$ cat src/rtl/iter_shift_unit.sv
// Multi-cycle RV32 shift unit (SLL/SRL/SRA) moving up to STEP bits per cycle.
// Optional rotate-right on op=10 when ISU_ROTATE_EN is defined; otherwise op=10 runs as SRL.
module iter_shift_unit #(
  parameter int unsigned XLEN = 32,
  parameter int unsigned STEP = 4
) (
  input  logic                     clk,
  input  logic                     rst,
  input  logic                     in_valid,
  output logic                     in_ready,
  input  logic [1:0]               op,
  input  logic [XLEN-1:0]          a,
  input  logic [$clog2(XLEN)-1:0]  shamt,
  output logic                     out_valid,
  input  logic                     out_ready,
  output logic [XLEN-1:0]          result,
  output logic                     busy
);

  localparam int unsigned SW = $clog2(XLEN);
  // One extra bit so STEP == XLEN is representable.
  localparam int unsigned AW = SW + 1;

  localparam logic [1:0] OP_SLL = 2'b00;
  localparam logic [1:0] OP_SRA = 2'b11;
`ifdef ISU_ROTATE_EN
  localparam logic [1:0] OP_ROR = 2'b10;
`endif

  typedef enum logic [1:0] {
    S_IDLE  = 2'd0,
    S_SHIFT = 2'd1,
    S_DONE  = 2'd2
  } state_t;

  state_t            state;
  logic [1:0]        op_q;
  logic              sign_q;
  logic [XLEN-1:0]   acc;
  logic [SW-1:0]     rem;

  logic [AW-1:0]     amt;
  logic [SW-1:0]     rem_nxt;
  logic              fill;
  logic [2*XLEN-1:0] ext;
  logic [XLEN-1:0]   shr;
  logic [XLEN-1:0]   shifted;

  // Per-cycle step: amt = min(rem, STEP), then one small shift of acc.
  always_comb begin
    amt     = AW'(STEP);
    if ({1'b0, rem} < AW'(STEP)) begin
      amt = {1'b0, rem};
    end
    rem_nxt = rem - SW'(amt);
    fill    = (op_q == OP_SRA) && sign_q;
    ext     = {{XLEN{fill}}, acc};
`ifdef ISU_ROTATE_EN
    if (op_q == OP_ROR) begin
      ext = {acc, acc};
    end
`endif
    shr     = XLEN'(ext >> amt);
    shifted = shr;
    if (op_q == OP_SLL) begin
      shifted = acc << amt;
    end
  end

  // Control FSM with registered handshake outputs.
  always_ff @(posedge clk or posedge rst) begin
    if (rst) begin
      state     <= S_IDLE;
      op_q      <= 2'b00;
      sign_q    <= 1'b0;
      acc       <= '0;
      rem       <= '0;
      result    <= '0;
      in_ready  <= 1'b1;
      out_valid <= 1'b0;
      busy      <= 1'b0;
    end else begin
      case (state)
        S_IDLE: begin
          if (in_valid) begin
            op_q     <= op;
            sign_q   <= a[XLEN-1];
            acc      <= a;
            rem      <= shamt;
            in_ready <= 1'b0;
            busy     <= 1'b1;
            if (shamt == '0) begin
              result    <= a;
              out_valid <= 1'b1;
              state     <= S_DONE;
            end else begin
              state <= S_SHIFT;
            end
          end
        end
        S_SHIFT: begin
          acc <= shifted;
          rem <= rem_nxt;
          if (rem_nxt == '0) begin
            result    <= shifted;
            out_valid <= 1'b1;
            state     <= S_DONE;
          end
        end
        S_DONE: begin
          // Return to IDLE only; the next request is taken a cycle later.
          if (out_ready) begin
            out_valid <= 1'b0;
            in_ready  <= 1'b1;
            busy      <= 1'b0;
            state     <= S_IDLE;
          end
        end
        default: begin
          out_valid <= 1'b0;
          in_ready  <= 1'b1;
          busy      <= 1'b0;
          state     <= S_IDLE;
        end
      endcase
    end
  end

endmodule

$ cat config.mk
export PLATFORM = sky130hd
export DESIGN_NAME = iter_shift_unit
export DESIGN_NICKNAME = d
export VERILOG_FILES = /design/src/rtl/iter_shift_unit.sv
export SDC_FILE = /design/constraint.sdc
export NUM_CORES = 1
export LEC_CHECK = 0
export CORE_UTILIZATION = 45
export CTS_CLUSTER_SIZE = 28
export DETAILED_ROUTE_END_ITERATION = 8
export GPL_TIMING_DRIVEN = 0
export PLACE_DENSITY = 0.7
export RECOVER_POWER = 100
export SLEW_MARGIN = 40
export SYNTH_ARGS = -nofsm -noshare
export SYNTH_HDL_FRONTEND = slang
export SYNTH_SLANG_ARGS = --single-unit
$ cat constraint.sdc
create_clock -name clk -period 4.4 [get_ports clk]
set_clock_uncertainty 0.05 [all_clocks]
set_input_delay 0.88 -clock clk [delete_from_list [all_inputs] [get_ports clk]]
set_output_delay 0.88 -clock clk [all_outputs]
set_load 0.01 [all_outputs]
# Word level (Yosys, flattened, before mapping)
# Cells that the tools add are included.
dict set report totals {
  inputBits 43
  ff_bits 77
  elab_cells 58
}
dict set report classes {
  n_reduce_logical 12
  n_mux 25
  eq_ne 7
  add_sub_neg 1
  shifts 2
  magnitude_cmp 1
  bitwise_logic 1
}
# cell n
set ops {}
lappend ops {{two-way mux 32 bit} 5}
lappend ops {{case mux 32 bit (2 select lines)} 2}
lappend ops {{>> shifter 64 x 6 -> 32 bit} 1}
lappend ops {{<< shifter 32 x 6 -> 32 bit} 1}
lappend ops {{zero test 5 bit} 2}
lappend ops {{two-way mux 5 bit} 2}
lappend ops {{case mux 5 bit (2 select lines)} 1}
lappend ops {{case mux 1 bit (3 select lines)} 3}
lappend ops {{two-way mux 2 bit} 4}
lappend ops {{inequality test 2 bit, second input constant} 4}
lappend ops {{AND reduction 4 bit} 2}
lappend ops {{two-way mux 1 bit} 7}
lappend ops {{case mux 2 bit (3 select lines)} 1}
lappend ops {{AND reduction 3 bit} 2}
lappend ops {{< comparator 5 x 3 -> 1 bit, second input constant} 1}
lappend ops {{subtractor 5 bit} 1}
lappend ops {{equality test 2 bit, second input constant} 2}
lappend ops {{zero test 2 bit} 2}
lappend ops {{AND reduction 2 bit} 2}
lappend ops {{equality test 2 x 1 -> 1 bit, second input constant} 1}
lappend ops {{nonzero test 2 bit} 1}
lappend ops {{logical AND 1 bit} 1}
lappend ops {{inverter 1 bit} 1}

# Logic depth before layout (Yosys ltp)
dict set report logic_depth {
  word_depth 6
  ltp_mapped 13
  depth_no_buf 9
}

# Least setup slack after synthesis
# OpenSTA, ideal clock, no wires.
dict set report synth_timing {
  path_kind {register -> register}
  from {reg rem[2]}
  to {reg result[10]}
  path_buffers 4
  setup_time_ns 0.125
  arrival_ns 3.034
  stages_incl_launch_ff 13
  setup_slack_ns 1.191
  cell_sequence {dfrtp_1 -> buf_2 -> or3_1 -> clkbuf_1 -> clkbuf_1 -> nand2_1 -> ha_1 -> or3b_2 -> o211a_1 -> nor4_1 -> o21bai_1 -> buf_2 -> mux2_2}
}
dict set report synth_via {
  elab_chain_len 6
  word_cells_on_any_way 11
}
# element line_no
set synth_lines {}
lappend synth_lines {{from (decl)} 40} ;# logic [SW-1:0] rem;
lappend synth_lines {{from (signal assigned)} 89} ;# rem <= shamt;
lappend synth_lines {{from (signal assigned)} 103} ;# rem <= rem_nxt;
lappend synth_lines {{< comparator 5 x 3 -> 1 bit} 52} ;# if ({1'b0, rem} < AW'(STEP)) begin
lappend synth_lines {{two-way mux 5 bit} 52}
lappend synth_lines {{>> shifter 64 x 6 -> 32 bit, or another cell as far along} 63} ;# shr = XLEN'(ext >> amt);
lappend synth_lines {{two-way mux 32 bit / zero test 5 bit (equally long branches)} {65, 104}}
lappend synth_lines {{two-way mux 32 bit / inequality test 2 bit (equally long branches)} n/a}
lappend synth_lines {{case mux 32 bit (2 select lines) / AND reduction 4 bit (equally long branches)} n/a}
lappend synth_lines {{to (signal assigned)} 105} ;# result <= shifted;
lappend synth_lines {{to (decl)} 16} ;# output logic [XLEN-1:0] result,
# Several ways; a longest one is shown, not always the timed one. The select of a mux whose other input is x is not followed.
# A chain may end at the register's enable or synchronous reset.

# Worst setup path after layout
dict set report layout_timing {
  from {reg rem[1]}
  to {reg result[8]}
}
# The elaborated chain is that of the path after synthesis.

==> results.cfg <==
[outcome]
status = complete, but fails checks
violated_checks = capacitance limit, slew limit

[place]
dp_worst_setup_slack_ps = -88.5
port_buffers = 77
place.gp.congestion = 1.01
dpl.hpwl_um = 19700
post-place-cells = 977
placed_area_um2 = 6870

[global_route]
grt_antenna_before_repair = 0
track_usage_pct = 43.9
overflow = 0
grt_max_degree = 48
via_count_of_the_first_global_routing_pass = 6660
grt_pass1_wl_um = 42000

[final_layout]
antennaDiodeCount = 0
fillerInstances = 1201
final_net_count = 860
layout.cells.most_common_list = sky130_fd_sc_hd__nand2_1 (117), sky130_fd_sc_hd__dfrtp_1 (76), sky130_fd_sc_hd__o21ai_0 (62)
finalNonFillerCells = 993
leading_cell_type_in_the_layout_fill_and_taps_excluded = sky130_fd_sc_hd__nand2_1
synthToLayoutAreaGrowth_pct = 22.2
final_layout_size_suffix_gt1_share_pct = 10.1
finalInstanceArea_um2 = 7130

[routing]
drtPass1Iterations = 8
route.final.wire_length_um = 28500
drt_iter0_drc = 1066
post-route-drc-count = 0
vias = 6854
detail_route.vias_per_cell = 6.90
antenna_left = 0
average_wire_length_per_cell_after_detail_routing_um = 28.7

[setup_path]
timing.setup.critical_path_class = register to register
critPathLaunchType = register
crit_fanout = 10
cp.required_ps = 4590
cp_data_arrival_time_ps = 4480
reg2reg_setup_slack_ps = 110
critical_path.endpoint_type = register

[synth]
postSynthNetCount = 770
ys_types = 67
ys_seq_area_share_pct = 33.1
ys.warnings.count = 0
synth_enable_flop_cells = 0
async_flop_share_pct = 100
syn-cell-area_um2 = 5830
synth_largest_area_cell = sky130_fd_sc_hd__dfrtp_1
dominantRegCellSynth = sky130_fd_sc_hd__dfrtp_1
synthesized_instance_count = 726
syn-mean-instance-area_um2 = 8.03
ys_seq_elements = 77
yosys-top-cells-area = sky130_fd_sc_hd__dfrtp_1 (33%), sky130_fd_sc_hd__nand2_1 (7.5%), sky130_fd_sc_hd__mux2i_1 (5.7%)
synth_top_area_share_pct = 32.6

[power_and_ir_drop]
cellPowerDensity_nw_per_um2 = 920
vdd_drop_max_uv = 501
static-leakage-power_nw = 2.83

[cts]
tritoncts_clock_tree = done
clock-sinks = 77
htree_levels = 3
clk_path_buf_depth = 2
cts_root_buffer = sky130_fd_sc_hd__clkbuf_16
post_cts_buffers = 0
cts_buffers = 9
worstSkewPairLatency_ps = 350
clk_transition_reported_paths_ps = 60

[timing]
post-route-period-util_pct = 97.4
max-slew-margin-rel_pct = -6.28
worst_pin_slew_ps = 1570
hold_violations = 0
rsz0062_at_grt = false
final-max-slew-violation-count = 5
post-route-worst-setup-slack_ps = 114
timing.setup.tns_ps = 0
clock.fmax_mhz = 233
final-setup-viol-count = 0
layout_min_cycle_time_ps = 4290
whs_ps = 427

[floorplanning]
std_cell_core_area_um2 = 12600
core.rowCount = 41
die-height_um = 116
die_width_um = 116
initial_utilization_pct = 46.2
die_area_um2 = 13400
design.portCount = 78

[flow_run]
maxCapViolCount = 1

[hold_path]
hold_path_class = register to register
synth_stat cells (all sizes together) (5+ instances only):
master     n
a311oi     5
o22ai     10
and2       6
clkbuf    55
nor4       7
a211oi    23
o31ai     20
mux2      21
buf       32
o21ai     64
a221oi    13
nor2      53
a31oi     15
nor2b      7
inv        5
dfrtp     76
nand2    117
nand3     10
a21oi     54
nor3      13
mux2i     33
o221ai     5
o211ai     6
a2111oi    9
report_power, final:
part | internal [mW] | leakage, nW | switching (mW)
clock | 0.455 | 0.139 | 0.314
combinational | 1.50 | 1.75 | 2.91
sequential | 1.07 | 0.943 | 0.302
stage by stage:
step | util, % | total power, mW
after global placement | 54.0 | 5.55
after detailed placement | 54.4 | 5.63
after CTS | 56.8 | 6.41
after floorplan | - | 3.95
final | 56.5 | 6.56
after global routing | 56.5 | 6.81
sequential cells by signal, indices dropped and copies added (netlist names):
register	cells
acc	32
busy	1
in_ready	1
op_q	2
out_valid	1
rem	5
result	32
sign_q	1
state	2
layout make-up:
cell class	count	area (um^2)	area share [%]
Multi-Input combinational cell	557	3490	49.0
Sequential cell	77	1930	27.0
Timing Repair Buffer	79	781	11.0
Buffer	87	398	5.58
Clock buffer	12	246	3.46
Tap cell	172	215	3.02
Clock inverter	4	50.0	0.702
Inverter	5	20.0	0.281
what timing repair did:
item,CTS,global route
endpoints found under the setup margin,17,34
gates cloned,0,0
gates resized for setup,2,7
hold buffers,0,0
logic make-up (layout without fill, tap and decap cells):
family,count (synthesis),after routing,share of synthesized area [%]
AO/OA/AOI/OAI,262,262,30.0
other,1,1,0.0643
buffers and inverters,92,187,7.06
AND/OR/NAND/NOR,234,234,18.2
flip-flops,77,77,33.1
multiplexers,58,58,11.3
XOR/XNOR,1,1,0.150
adder cells (fa/ha/maj),1,1,0.214
metal layers:
metal  wire [um]  track usage, %
met4        1860            27.7
met2       12100            64.0
met3        3580            12.8
met5           0               0
met1       10900            56.7
critical path, stage by stage, from the launching register on:
cell and delay, ps:
sky130_fd_sc_hd__dfrtp_1 510, sky130_fd_sc_hd__buf_2 350, sky130_fd_sc_hd__clkbuf_1 590, sky130_fd_sc_hd__clkbuf_2 460, sky130_fd_sc_hd__nand2_1 120, sky130_fd_sc_hd__ha_1 260
sky130_fd_sc_hd__or3_1 320, sky130_fd_sc_hd__o211a_1 230, sky130_fd_sc_hd__nor4_1 330, sky130_fd_sc_hd__o21bai_1 290, sky130_fd_sc_hd__clkbuf_1 310, sky130_fd_sc_hd__o31ai_1 350
final timing paths:
path                                   end  startpoint  cells past startpoint
worst max-delay path             result[8]      rem[1]                     11
worst min-delay path            result[19]  result[19]                      2
worst max register to register   result[8]      rem[1]                     11
worst min register to register  result[19]  result[19]                      2
max in group asynchronous          acc[23]         rst                      3
min in group asynchronous        result[3]         rst                      2
No activity file was read; power rests on OpenSTA's default activity.
